==> config.mk <==
export PLATFORM = sky130hd
export DESIGN_NAME = digi_readout_seq
export DESIGN_NICKNAME = d
export VERILOG_FILES = /design/src/rtl/digi_readout_seq.sv
export SDC_FILE = /design/constraint.sdc
export NUM_CORES = 1
export LEC_CHECK = 0
export CORE_ASPECT_RATIO = 1.5
export CORE_MARGIN = 5
export CORE_UTILIZATION = 36
export DETAILED_ROUTE_END_ITERATION = 8
export GPL_TIMING_DRIVEN = 0
export PLACE_DENSITY = 0.73
export SKIP_LAST_GASP = 1
export SLEW_MARGIN = 20
export SYNTH_ARGS = -nofsm -noshare
export SYNTH_HDL_FRONTEND = slang
export SYNTH_SLANG_ARGS = --single-unit
==> constraint.sdc <==
create_clock -name CK50 -period 2.1 [get_ports CK50]
set_input_delay 0.42 -clock CK50 [delete_from_list [all_inputs] [get_ports CK50]]
set_output_delay 0.42 -clock CK50 [all_outputs]
set_load 0.1 [all_outputs]
==> src/rtl/digi_readout_seq.sv <==
// digi_readout_seq: scans enabled ADC channels after an end-of-sample trigger and emits channel-tagged words
// Ports: CK50 clock, RST_n sync active-low reset, EOS trigger, CHAN_EN channel mask,
//   SAMPLE_NUM words per channel, DIN packed FWFT channel data, RD_REQUEST per-channel pop,
//   DOUT/DVALID/DREADY output handshake, ZYNQ_RD_EN sequence active, SEQ_DONE end pulse.
// Optional macro DIGI_SEQ_HEADER_EN adds a {4'hA, EVCNT} header word at the start of each sequence.
module digi_readout_seq #(
  parameter int CHAN = 8,
  parameter int ADC_WIDTH = 12,
  parameter int WIDTH = 16,
  parameter int ORDER = 0
) (
  input  logic                      CK50,
  input  logic                      RST_n,
  input  logic                      EOS,
  input  logic [CHAN-1:0]           CHAN_EN,
  input  logic [11:0]               SAMPLE_NUM,
  input  logic [CHAN*ADC_WIDTH-1:0] DIN,
  output logic [CHAN-1:0]           RD_REQUEST,
  output logic [WIDTH-1:0]          DOUT,
  output logic                      DVALID,
  input  logic                      DREADY,
  output logic                      ZYNQ_RD_EN,
  output logic                      SEQ_DONE
);
  localparam int SW = $clog2(CHAN);
  localparam int TW = WIDTH - ADC_WIDTH;
  localparam int EW = WIDTH - 4;
  typedef enum logic [2:0] {IDLE, SELECT, DATA, DONE `ifdef DIGI_SEQ_HEADER_EN , HEADER `endif} state_t;
  state_t state, state_nx;
  logic [CHAN-1:0] pending, pending_nx;
  logic [11:0] nlat, nlat_nx, cnt, cnt_nx;
  logic [EW-1:0] evcnt, evcnt_nx;
  logic [SW-1:0] sel, sel_nx, pick;
  logic armed, armed_nx;
  always_ff @(posedge CK50) begin
    if (!RST_n) begin
      state <= IDLE;
      pending <= '0;
      nlat <= '0;
      cnt <= '0;
      evcnt <= '0;
      sel <= '0;
      armed <= 1'b0;
    end else begin
      state <= state_nx;
      pending <= pending_nx;
      nlat <= nlat_nx;
      cnt <= cnt_nx;
      evcnt <= evcnt_nx;
      sel <= sel_nx;
      armed <= armed_nx;
    end
  end
  // Scan in the opposite direction of priority so the last hit is the winner.
  always_comb begin
    pick = '0;
    for (int i = 0; i < CHAN; i++)
      if (pending[ORDER != 0 ? i : CHAN-1-i]) pick = SW'(ORDER != 0 ? i : CHAN-1-i);
  end
  always_comb begin
    state_nx = state;
    pending_nx = pending;
    nlat_nx = nlat;
    cnt_nx = cnt;
    evcnt_nx = evcnt;
    sel_nx = sel;
    armed_nx = armed;
    case (state)
      IDLE: begin
        armed_nx = armed | ~EOS;
        if (EOS && armed) begin
          pending_nx = CHAN_EN;
          nlat_nx = SAMPLE_NUM;
          armed_nx = 1'b0;
`ifdef DIGI_SEQ_HEADER_EN
          state_nx = HEADER;
`else
          state_nx = SELECT;
`endif
        end
      end
`ifdef DIGI_SEQ_HEADER_EN
      HEADER: state_nx = DREADY ? SELECT : HEADER;
`endif
      SELECT: begin
        sel_nx = pick;
        cnt_nx = '0;
        state_nx = (pending == '0 || nlat == '0) ? DONE : DATA;
      end
      DATA: if (DREADY) begin
        cnt_nx = cnt + 12'd1;
        if (cnt == nlat - 12'd1) begin
          pending_nx[sel] = 1'b0;
          state_nx = SELECT;
        end
      end
      DONE: begin
        evcnt_nx = evcnt + 1'b1;
        state_nx = IDLE;
      end
      default: state_nx = IDLE;
    endcase
  end
`ifdef DIGI_SEQ_HEADER_EN
  assign DVALID = state == DATA || state == HEADER;
  assign DOUT = state == DATA ? {DIN[int'(sel)*ADC_WIDTH +: ADC_WIDTH], TW'(sel)} :
                state == HEADER ? {4'hA, evcnt} : '0;
`else
  assign DVALID = state == DATA;
  assign DOUT = state == DATA ? {DIN[int'(sel)*ADC_WIDTH +: ADC_WIDTH], TW'(sel)} : '0;
`endif
  assign RD_REQUEST = (state == DATA && DREADY) ? CHAN'(1) << sel : '0;
  assign ZYNQ_RD_EN = state != IDLE;
  assign SEQ_DONE = state == DONE;
endmodule

==> run summary <==
status - finished with violations
failing checks - negative setup slack
Post-synth top cells - 39 x nand2_1, 38 x dfxtp_1, 27 x clkbuf_1, 26 x a22oi_1, 17 x a21oi_1
Die Ht - 118 um
leak pwr - 0.00210 uW
Hold WS - 0.504 ns
DR pass1 iterations - 4
final setup fails - 22
ys flop type - dfxtp_1
CP max-delay cell - dfxtp_2
fin crit share - 112%
CTS Sinks - 38
io pins - 147
number of global-route vias before repair - 3866
final instance area - 5790 sq um
max incr delay on CP - 0.34 ns
worst reg2reg path startpoint - nlat[2]
crit-path most repeated cell - buf_8
mapped cell area - 2820 sq um
synth warn - 0
Routed WL per cell - 21.4 um
Worst Tran Pin Value - 0.551 ns
# H-tree levels - 2
first-pass GRT wire length - 20600 um
layout cells sized above 1 - 31.7%
final wirelength - 14000 um
PnR worst setup slack - -0.258 ns
final max-slew violation count - 0
CP bufs+invs - 3
CTS Root Cell - clkbuf_16
Slew HR - 63.4%
fin crit period - 2.36 ns
critical path's top delay family - compound AO/OA/AOI/OAI gates
pin count of the biggest net entering global routing - 11
r2r setup slk - -0.21 ns
Num CTS Buffers - 5
Nets - 676
Worst-path clk slew - 0.05 ns
placeable core area - 7610 sq um
critical path arrival - 1.94 ns
Critical Path End Type - primary output
hold path start - nlat[10]
Crit Path Max Fanout - 8
area share of the largest cell type after synthesis - 27.0%
final hold violations - 0
Max IR drop VDD - 638 uV
routed via count - 3777
drt first-iter violations - 121
Buffers on Ports - 145
Yosys reg bits - 38
diode count - 0
initial antenna violation count - 1
crit path from - sel[0]
hold crit path type - reg2reg
critical path type - reg2out
Async S/R FF share, synth - 0%
Synthesized Nets - 487
Die ar. - 9730 sq um
Placer Congestion - 0.943
Worst setup SP type - register
Setup TNS Final - -4.48 ns
DP Area - 4890 sq um
hold buffers post-CTS - 0
number of synthesized flops with an enable pin - 0
post-synth top area cell - dfxtp_1
CTS tree - done
critical path, cell by cell - buf_8, and3b_2, buf_8, a22o_1, a221oi_4, a31oi_4, buf_12
Seq/Total Area, Yosys - 27.0%
Synth cell types - 53
Row Count - 39
grt total ovfl - 0
DR DRC count - 0
clock insertion delay at the later pin of the skew report - 0.29 ns
Fin Clk Skew - 0.00310 ns
# Max-Cap Violations - 0
Layout area overhead - 106%
Finished Core Util - 76.0%
RSZ-0062 raised after global routing - true
synth top area cells - dfxtp_1 27%, a22oi_1 6.9%, nand2_1 5.2%
top-count cell post-synth - nand2_1
GR Util All Layers - 27.5%
Max Clk Rate - 0.424 GHz
vias per cell - 5.78
synthesized netlist cell count - 364
DIE WIDTH - 82.2 um
Initial Util - 37.0%
CP required - 1.68 ns
post-place setup slack - -1.30 ns
Avg Inst Size Synth - 7.73 sq um
CTS Buffer Depth - 2
Final HPWL DP - 10200 um
PwrDens - 452 nW/um^2
Post-DRT Antenna Nets - 0
stage by stage:
| step | total power [uW] | cells |
|---|---|---|
| floorplan | 1340 | 364 |
| global placement | 1700 | 611 |
| detailed placement | 1720 | 611 |
| CTS | 2570 | 650 |
| global route | 2700 | 654 |
| finish | 2610 | 654 |
cells by family after synthesis:
kind of cell,share of synthesized area (%)
flip-flops,27.0
XOR/XNOR,4.67
AND/OR/NAND/NOR,26.9
adder cells (fa/ha/maj),1.33
other,0.133
buffers and inverters,4.93
AO/OA/AOI/OAI,34.0
multiplexers,1.07
sequential cells by signal (all words and copies together), names as in the netlist:
register / cells
nlat: 12
cnt: 12
state: 2
armed: 1
sel: 3
pending: 8
area by class of cell:
class,count,area (sq um)
repair buffers,185,1970
inverters,8,33.8
fillers,552,1820
well taps,102,128
multi-input cells,290,2510
clock buffers,6,139
plain buffers,25,235
flip-flops and latches,38,778
worst register-to-register path, delay by kind of cell, from the launching register on:
family          cells  cell delay, ns
flops               1            0.35
compound gates      1            0.19
simple gates        5            1.50
buf+inv             1            0.16
layer usage:
layer	wire [um]	share of wire, %	vias up	global-route usage, %
li1	-	-	1759	-
met1	4820	34	1824	27.6
met2	7200	52	159	50.6
met3	1510	11	33	9.67
met4	442	3.2	2	9.25
met5	7	0.050	-	0
final timing paths:
kind              endpoint  cells after the start
hold reg to reg   nlat[10]                      2
hold / removal    nlat[10]                      2
setup / recovery   DOUT[9]                      7
setup reg to reg  state[0]                      7
placed cells by master, fill, tap and decap left out, types with 10 or more instances in the layout:
cell / count
dfxtp_1: 30
nand3_1: 13
nor2_1: 13
buf_4: 35
clkdlybuf4s50_1: 118
a22oi_1: 20
a21boi_0: 15
buf_12: 16
a22o_1: 10
nand2_1: 37
a31oi_4: 11
o211ai_1: 11
clkbuf_1: 10
power breakdown:
part	total, uW	internal (uW)	switching [uW]
Combinational	1080	531	546
Clock	735	458	277
Sequential	801	756	44.9
what timing repair did:
| item | 4_1_cts | 5_1_grt |
|---|---|---|
| cloned | 2 | 0 |
| setup buffers | 34 | 5 |
| setup endpoints to repair | 36 | 34 |
| resized for setup | 239 | 36 |
| pin swaps | 38 | 26 |
(Power assumes the default switching activity.)
==> RTL change 1 (same settings) <==
Build with the macro `DIGI_SEQ_HEADER_EN` defined.
--- a/src/rtl/digi_readout_seq.sv
+++ b/src/rtl/digi_readout_seq.sv
@@ -5,2 +5,4 @@
 // Optional macro DIGI_SEQ_HEADER_EN adds a {4'hA, EVCNT} header word at the start of each sequence.
+`define DIGI_SEQ_HEADER_EN
+
 module digi_readout_seq #(
Formal check against the unedited RTL: not equivalent (a bounded check fails within 4 cycles, from zero or initial values and one cycle with RST_n low).
==> RTL change 1 against the unedited design <==
The run still ends with setup timing left; final cell count up 18%; worst setup slack got worse by 150 ps; wire length increased by 11%; sequential power rose by 36%; sequential cell count is 13 higher; cell area grew 18%; area after synthesis rose by 30%; core utilization shrank 8.3 points; total power rose by 9.6%; critical path type unchanged; critical endpoint is now DOUT[8]; largest power group is now registers.
==> RTL change 1: results (changes against the unedited design) <==
Clock Tree Buf Depth = 2 (unchanged)
Peak VDD IR = 0.319 mV (-50%)
most common library cells after synthesis = 67 x nand2_1, 51 x dfxtp_1, 49 x nor2_1
clk_lat worst skew = 290 ps (about the same)
endpoints failing hold = 0 (unchanged)
CTS Buf Count = 5 (unchanged)
wirelength, routed = 15500 microns (+11%)
count leader, synth = nand2_1
Post-synth top flop = dfxtp_1
first-pass GRT wire length = 23400 microns (+14%)
Synth async-reset ratio = 0 (unchanged)
number of unique standard cell types used by synthesis = 58 (+9.4%)
wire per inst = 20.1 microns (-6.1%)
Final #Nets = 779 (+15%)
failing checks = setup timing
Regs by FF count = cnt: 12 flops, evcnt: 12 flops, nlat: 12 flops
clk slew on worst S/H paths = 70 ps (+20 ps)
worst setup margin = -405 ps (-148 ps)
Clock Skews = 3.58 ps (+0.479 ps)
GPL Wtd Cong = 0.878 (-6.9%)
relative slew slack = 0.625 (-0.00938)
worst r2r path cells = 9 (+2)
critical-path maximum fanout = 8 (unchanged)
n_diodes = 0 (unchanged)
1st-iter DRT viols = 210 (+74%)
Hold Path Depth = 2 (unchanged)
final setup fails = 20 (-9.1%)
Data arrival, critical path = 2090 ps (+150 ps)
Detailed Routing Iterations Pass 1 = 5 (+1)
PortBufs = 146 (+0.69%)
sw frac = 0.317 (-0.0149)
largest net degree at the start of global routing = 16 (+5)
Post-Syn Nets = 596 (+22%)
status = complete, but fails checks
gr usage total = 0.237 (-0.0381)
DP Cell Count = 735 (+20%)
Syn. warnings = 0 (unchanged)
vias in the first global route = 4753 (+23%)
Synth area leaders = dfxtp_1 28%, nand2_1 6.9%, a21oi_1 6.0%
HP Class = reg2reg
Leakage = 0.00253 uW (+20%)
initial antenna violation count = 0 (-1)
DR vias/cell = 5.80 (+0.49%)
H-tree levels = 2 (unchanged)
Root Buffer = clkbuf_16
syn_area_per_cell = 7.77 sq um (+0.49%)
share of cells above drive strength 1 = 0.302 (-0.0152)
post-detail-place hpwl = 11300 microns (+11%)
post-synthesis sequential area ratio = 0.278 (+0.00809)
## RTL change 1: cell count changes after synthesis, sizes merged, moves of 13 or more
| cell | change |
|---|---|
| nor2 | +34 |
| a21boi | -15 |
| o21ai | +15 |
| a22oi | -15 |
| nand2 | +28 |
| a21oi | +27 |
| a31oi | -13 |
| dfxtp | +13 |
| buf | +15 |
## RTL change 1: kinds of logic (layout without fill, tap and decap cells)
logic type	after synthesis	in the layout	share of synthesized area
muxes	27	27	0.104
DFF	51	51	0.278
xor gates and xnor gates	32	32	0.0764
AOI/OAI and AO/OA	120	120	0.219
and+or+nand+nor	193	194	0.258
adders and majority gates	4	4	0.0136
buffers and inverters	45	228	0.0508
## RTL change 1: critical path, stage by stage, from the launching register on
cell and delay (ps):
dfxtp_2 340, clkbuf_16 170, mux2_2 370, a221oi_4 320, o22ai_1 180, a22o_4 260, buf_12 160
## RTL change 1: worst paths after layout
kind	end	from	slack [ps]
worst min register to register	nlat[11]$_SDFFE_PN0P_	nlat[11]$_SDFFE_PN0P_	500
worst max register to register	cnt[7]$_SDFFE_PN0P_	state[1]$_SDFFE_PN0P_	120
worst min-delay path	nlat[11]$_SDFFE_PN0P_	nlat[11]$_SDFFE_PN0P_	500
worst max-delay path	DOUT[8]	sel[1]$_SDFFE_PN0P_	-410
## RTL change 1: timing repair
item / in CTS / in global routing
gates cloned: 4 / 1
endpoints found under the setup margin: 39 / 41
gates resized for setup: 279 / 47
pin swaps: 30 / 33
setup buffers: 17 / 13
## RTL change 1: area by class of cell
class / instances / area [sq um]
repair buffers: 180 / 2050
fillers: 752 / 3250
clock inverters: 2 / 12.5
well taps: 117 / 146
multi-input cells: 377 / 3070
clock buffers: 6 / 129
plain buffers: 29 / 327
inverters: 11 / 43.8
flip-flops and latches: 51 / 1050
## RTL change 1: routing by layer
metal  vias up  share of wire  GRT usage
li1       2084              -          -
met1      2122           0.33      0.229
met2       224           0.54      0.453
met3        56          0.076     0.0503
met4         0          0.060      0.136
met5         -              0          0
## RTL change 1: power groups by stage
stage | logic [uW] | registers [uW] | clock network [uW]
floorplan | 490 | 1090 | 0
detailed placement | 834 | 1110 | 0
global route | 1030 | 1100 | 861
global placement | 818 | 1100 | 0
finish | 963 | 1090 | 807
CTS | 915 | 1090 | 817
## RTL change 1: metrics by stage
step	TNS (ps)	instance area [sq um]	setup slack, ps	total power [uW]
after floorplan	-752	4090	-264	1580
after global placement	-28930	5700	-1380	1920
after detailed placement	-30000	5700	-1340	1940
after CTS	-4110	6480	-365	2820
after global routing	-4790	6820	-434	2990
final	-4110	6820	-405	2860
==> RTL change 2 (config.mk and constraints unchanged) <==
Without the edit above. Reset style: asynchronous (`RST_n`), changed in one clocked block. Comments in the files are not updated.
--- a/src/rtl/digi_readout_seq.sv
+++ b/src/rtl/digi_readout_seq.sv
@@ -34,3 +34,3 @@
   logic armed, armed_nx;
-  always_ff @(posedge CK50) begin
+  always_ff @(posedge CK50 or negedge RST_n) begin
     if (!RST_n) begin
Behaviour: differs if RST_n is asserted again (counterexample within 4 cycles, from zero or initial values and one cycle with RST_n low); with RST_n held inactive, the same outputs for 4 cycles.
==> RTL change 2 against the unedited design <==
The run still ends with setup timing left; final cell count is 4.4% higher; critical endpoint is now DOUT[5]; worst setup slack worse by 72 ps; synthesized cell count is 1.4% higher; critical path depth is 2 higher; die area is 5.2% higher; wire length is 12% higher; cell area is 8.4% higher; critical path type unchanged; sequential cell count stayed put; area after synthesis is 5.8% higher.
Power is not compared: it rests on default switching activity, and its combinational part moved more than twofold at a synthesized area within 25%.
==> RTL change 2: results (changes against the unedited design) <==
vias in the first global route = 4088 (+5.7%)
status = complete, but fails checks
DR vias/cell = 5.96 (+3.2%)
R2R setup slack = -90 ps (+120 ps)
worst r2r src = nlat[0]$_DFFE_PN0P_
Peak VDD IR = 0.800 mV
Regs by FF count = cnt: 12 flops, nlat: 12 flops, pending: 8 flops
Synth async-reset ratio = 1.00 (+1.00)
Clock Skews = 5.83 ps (+2.73 ps)
wire per inst = 22.9 microns (+7.0%)
clk_lat worst skew = 290 ps (about the same)
1st-iter DRT viols = 320 (+160%)
Placement Setup Slack = -1240 ps (+65.6 ps)
Critical Path Max Stage Delay = 380 ps (+40 ps)
worst setup margin = -329 ps (-71.7 ps)
Worst Setup SP = sel[1]$_DFFE_PN0P_
n_diodes = 0 (unchanged)
Critical R2R Capture = pending[4]$_DFFE_PN0P_
Leakage = 0.00248 uW
largest net degree at the start of global routing = 21 (+10)
internal power = 4150 uW
Clock Tree Buf Depth = 2 (unchanged)
first-pass GRT wire length = 22900 microns (+11%)
share of cells above drive strength 1 = 0.356 (+0.0394)
post-detail-place hpwl = 10300 microns (+1.4%)
Synth area leaders = dfrtp_1 32%, nand2_1 8.7%, a22oi_1 5.5%
PortBufs = 145 (unchanged)
Critical Path Sink = DOUT[5]
slowest stage cell, crit path = dfrtp_1
worst r2r path cells = 11 (+4)
Post-Syn Nets = 492 (+1.0%)
Cell Area, Placed = 5070 sq um (+3.7%)
H-tree levels = 2 (unchanged)
post-synthesis sequential area ratio = 0.319 (+0.0490)
GPL Wtd Cong = 0.921 (-2.3%)
CTS Buf Count = 5 (unchanged)
Detailed Routing Iterations Pass 1 = 5 (+1)
Setup TNS Final = -4600 ps (-123 ps)
gr usage total = 0.288 (+0.0128)
Final #Nets = 700 (+3.6%)
Fillers = 517 (-6.3%)
failing checks = setup timing
initial antenna violation count = 0 (-1)
Final ANT Viol Nets = 0 (unchanged)
number of unique standard cell types used by synthesis = 53 (unchanged)
clk slew on worst S/H paths = 60 ps
most common library cells after synthesis = 69 x nand2_1, 38 x dfrtp_1, 25 x o21ai_0
Data arrival, critical path = 2010 ps (+70 ps)
critical-path maximum fanout = 5 (-3)
final setup fails = 29 (+32%)
HP Class = in2async
Root Buffer = clkbuf_16
Syn. warnings = 0 (unchanged)
relative slew slack = 0.371 (-0.263)
-- RTL change 2: cell types whose count changed after synthesis, moves of 6 or more --
cell | before | now
clkbuf_1 | 27 | 21
nor2b_1 | 8 | 2
a21boi_0 | 16 | 0
nand2_1 | 39 | 69
dfxtp_1 | 38 | 0
and3_1 | 3 | 12
dfrtp_1 | 0 | 38
nand2b_1 | 9 | 3
o211ai_1 | 11 | 5
o21ai_0 | 7 | 25
-- RTL change 2: repair_timing --
action                     CTS  global route
gates resized for setup    254            50
setup endpoints to repair   36            33
cloned                       7             2
buffers inserted            34            13
pin swaps                   36            23
hold buffers                 0             0
-- RTL change 2: area by class of cell --
type                       count  area share
multi-input combinational    294       0.399
timing repair buffer         201       0.345
sequential                    38       0.152
buffer                        26      0.0503
clock buffer                   7      0.0227
tap                          105      0.0209
inverter                      10     0.00858
clock inverter                 1    0.000798
timing repair inverter         1    0.000798
-- RTL change 2: per-layer routing --
layer | share of wire | global-route usage | routed length (microns)
met2 | 0.53 | 0.543 | 8240
met5 | 0 | 0 | 0
met3 | 0.092 | 0.0768 | 1430
met1 | 0.34 | 0.298 | 5250
met4 | 0.044 | 0.113 | 684
-- RTL change 2: per-stage QoR --
step,hold WS [ps],utilization,cells
2_1_floorplan,124,-,369
3_3_place_gp,505,0.627,619
3_5_place_dp,422,0.630,620
4_1_cts,116,0.740,668
5_1_grt,154,0.779,683
6_report,116,0.779,683
-- RTL change 2: worst min path at each step --
stage	end	slack (ps)	cells after the start
2_1_floorplan	armed$_DFFE_PN0P_	120	0
3_3_place_gp	armed$_DFFE_PN0P_	510	2
3_5_place_dp	nlat[3]$_DFFE_PN0P_	420	1
4_1_cts	nlat[11]$_DFFE_PN0P_	120	1
5_1_grt	nlat[10]$_DFFE_PN0P_	150	1
6_report	nlat[10]$_DFFE_PN0P_	120	1
-- RTL change 2: logic make-up (layout without fill, tap and decap cells) --
| group | after synthesis | in the layout | share of synthesized area |
|---|---|---|---|
| other | 1 | 1 | 0.00126 |
| XOR/XNOR | 11 | 11 | 0.0323 |
| adder cells (fa/ha/maj) | 3 | 3 | 0.0126 |
| buffers and inverters | 37 | 246 | 0.0571 |
| AO/OA/AOI/OAI | 120 | 120 | 0.293 |
| flip-flops | 38 | 38 | 0.319 |
| AND/OR/NAND/NOR | 159 | 159 | 0.285 |
-- RTL change 2: power groups by stage --
stage / combinational, uW / sequential [uW] / clock, uW
floorplan: 3660 / 1170 / 0
CTS: 5800 / 1250 / 774
detailed placement: 4740 / 1250 / 0
global route: 6640 / 1290 / 804
finish: 6370 / 1270 / 757
global placement: 4660 / 1240 / 0
-- RTL change 2: worst max-delay path, delay by kind of cell (launching register included) --
kind            cells  cell delay [ps]
compound gates      3              580
buf+inv             5              730
flops               1              380
simple gates        1               40
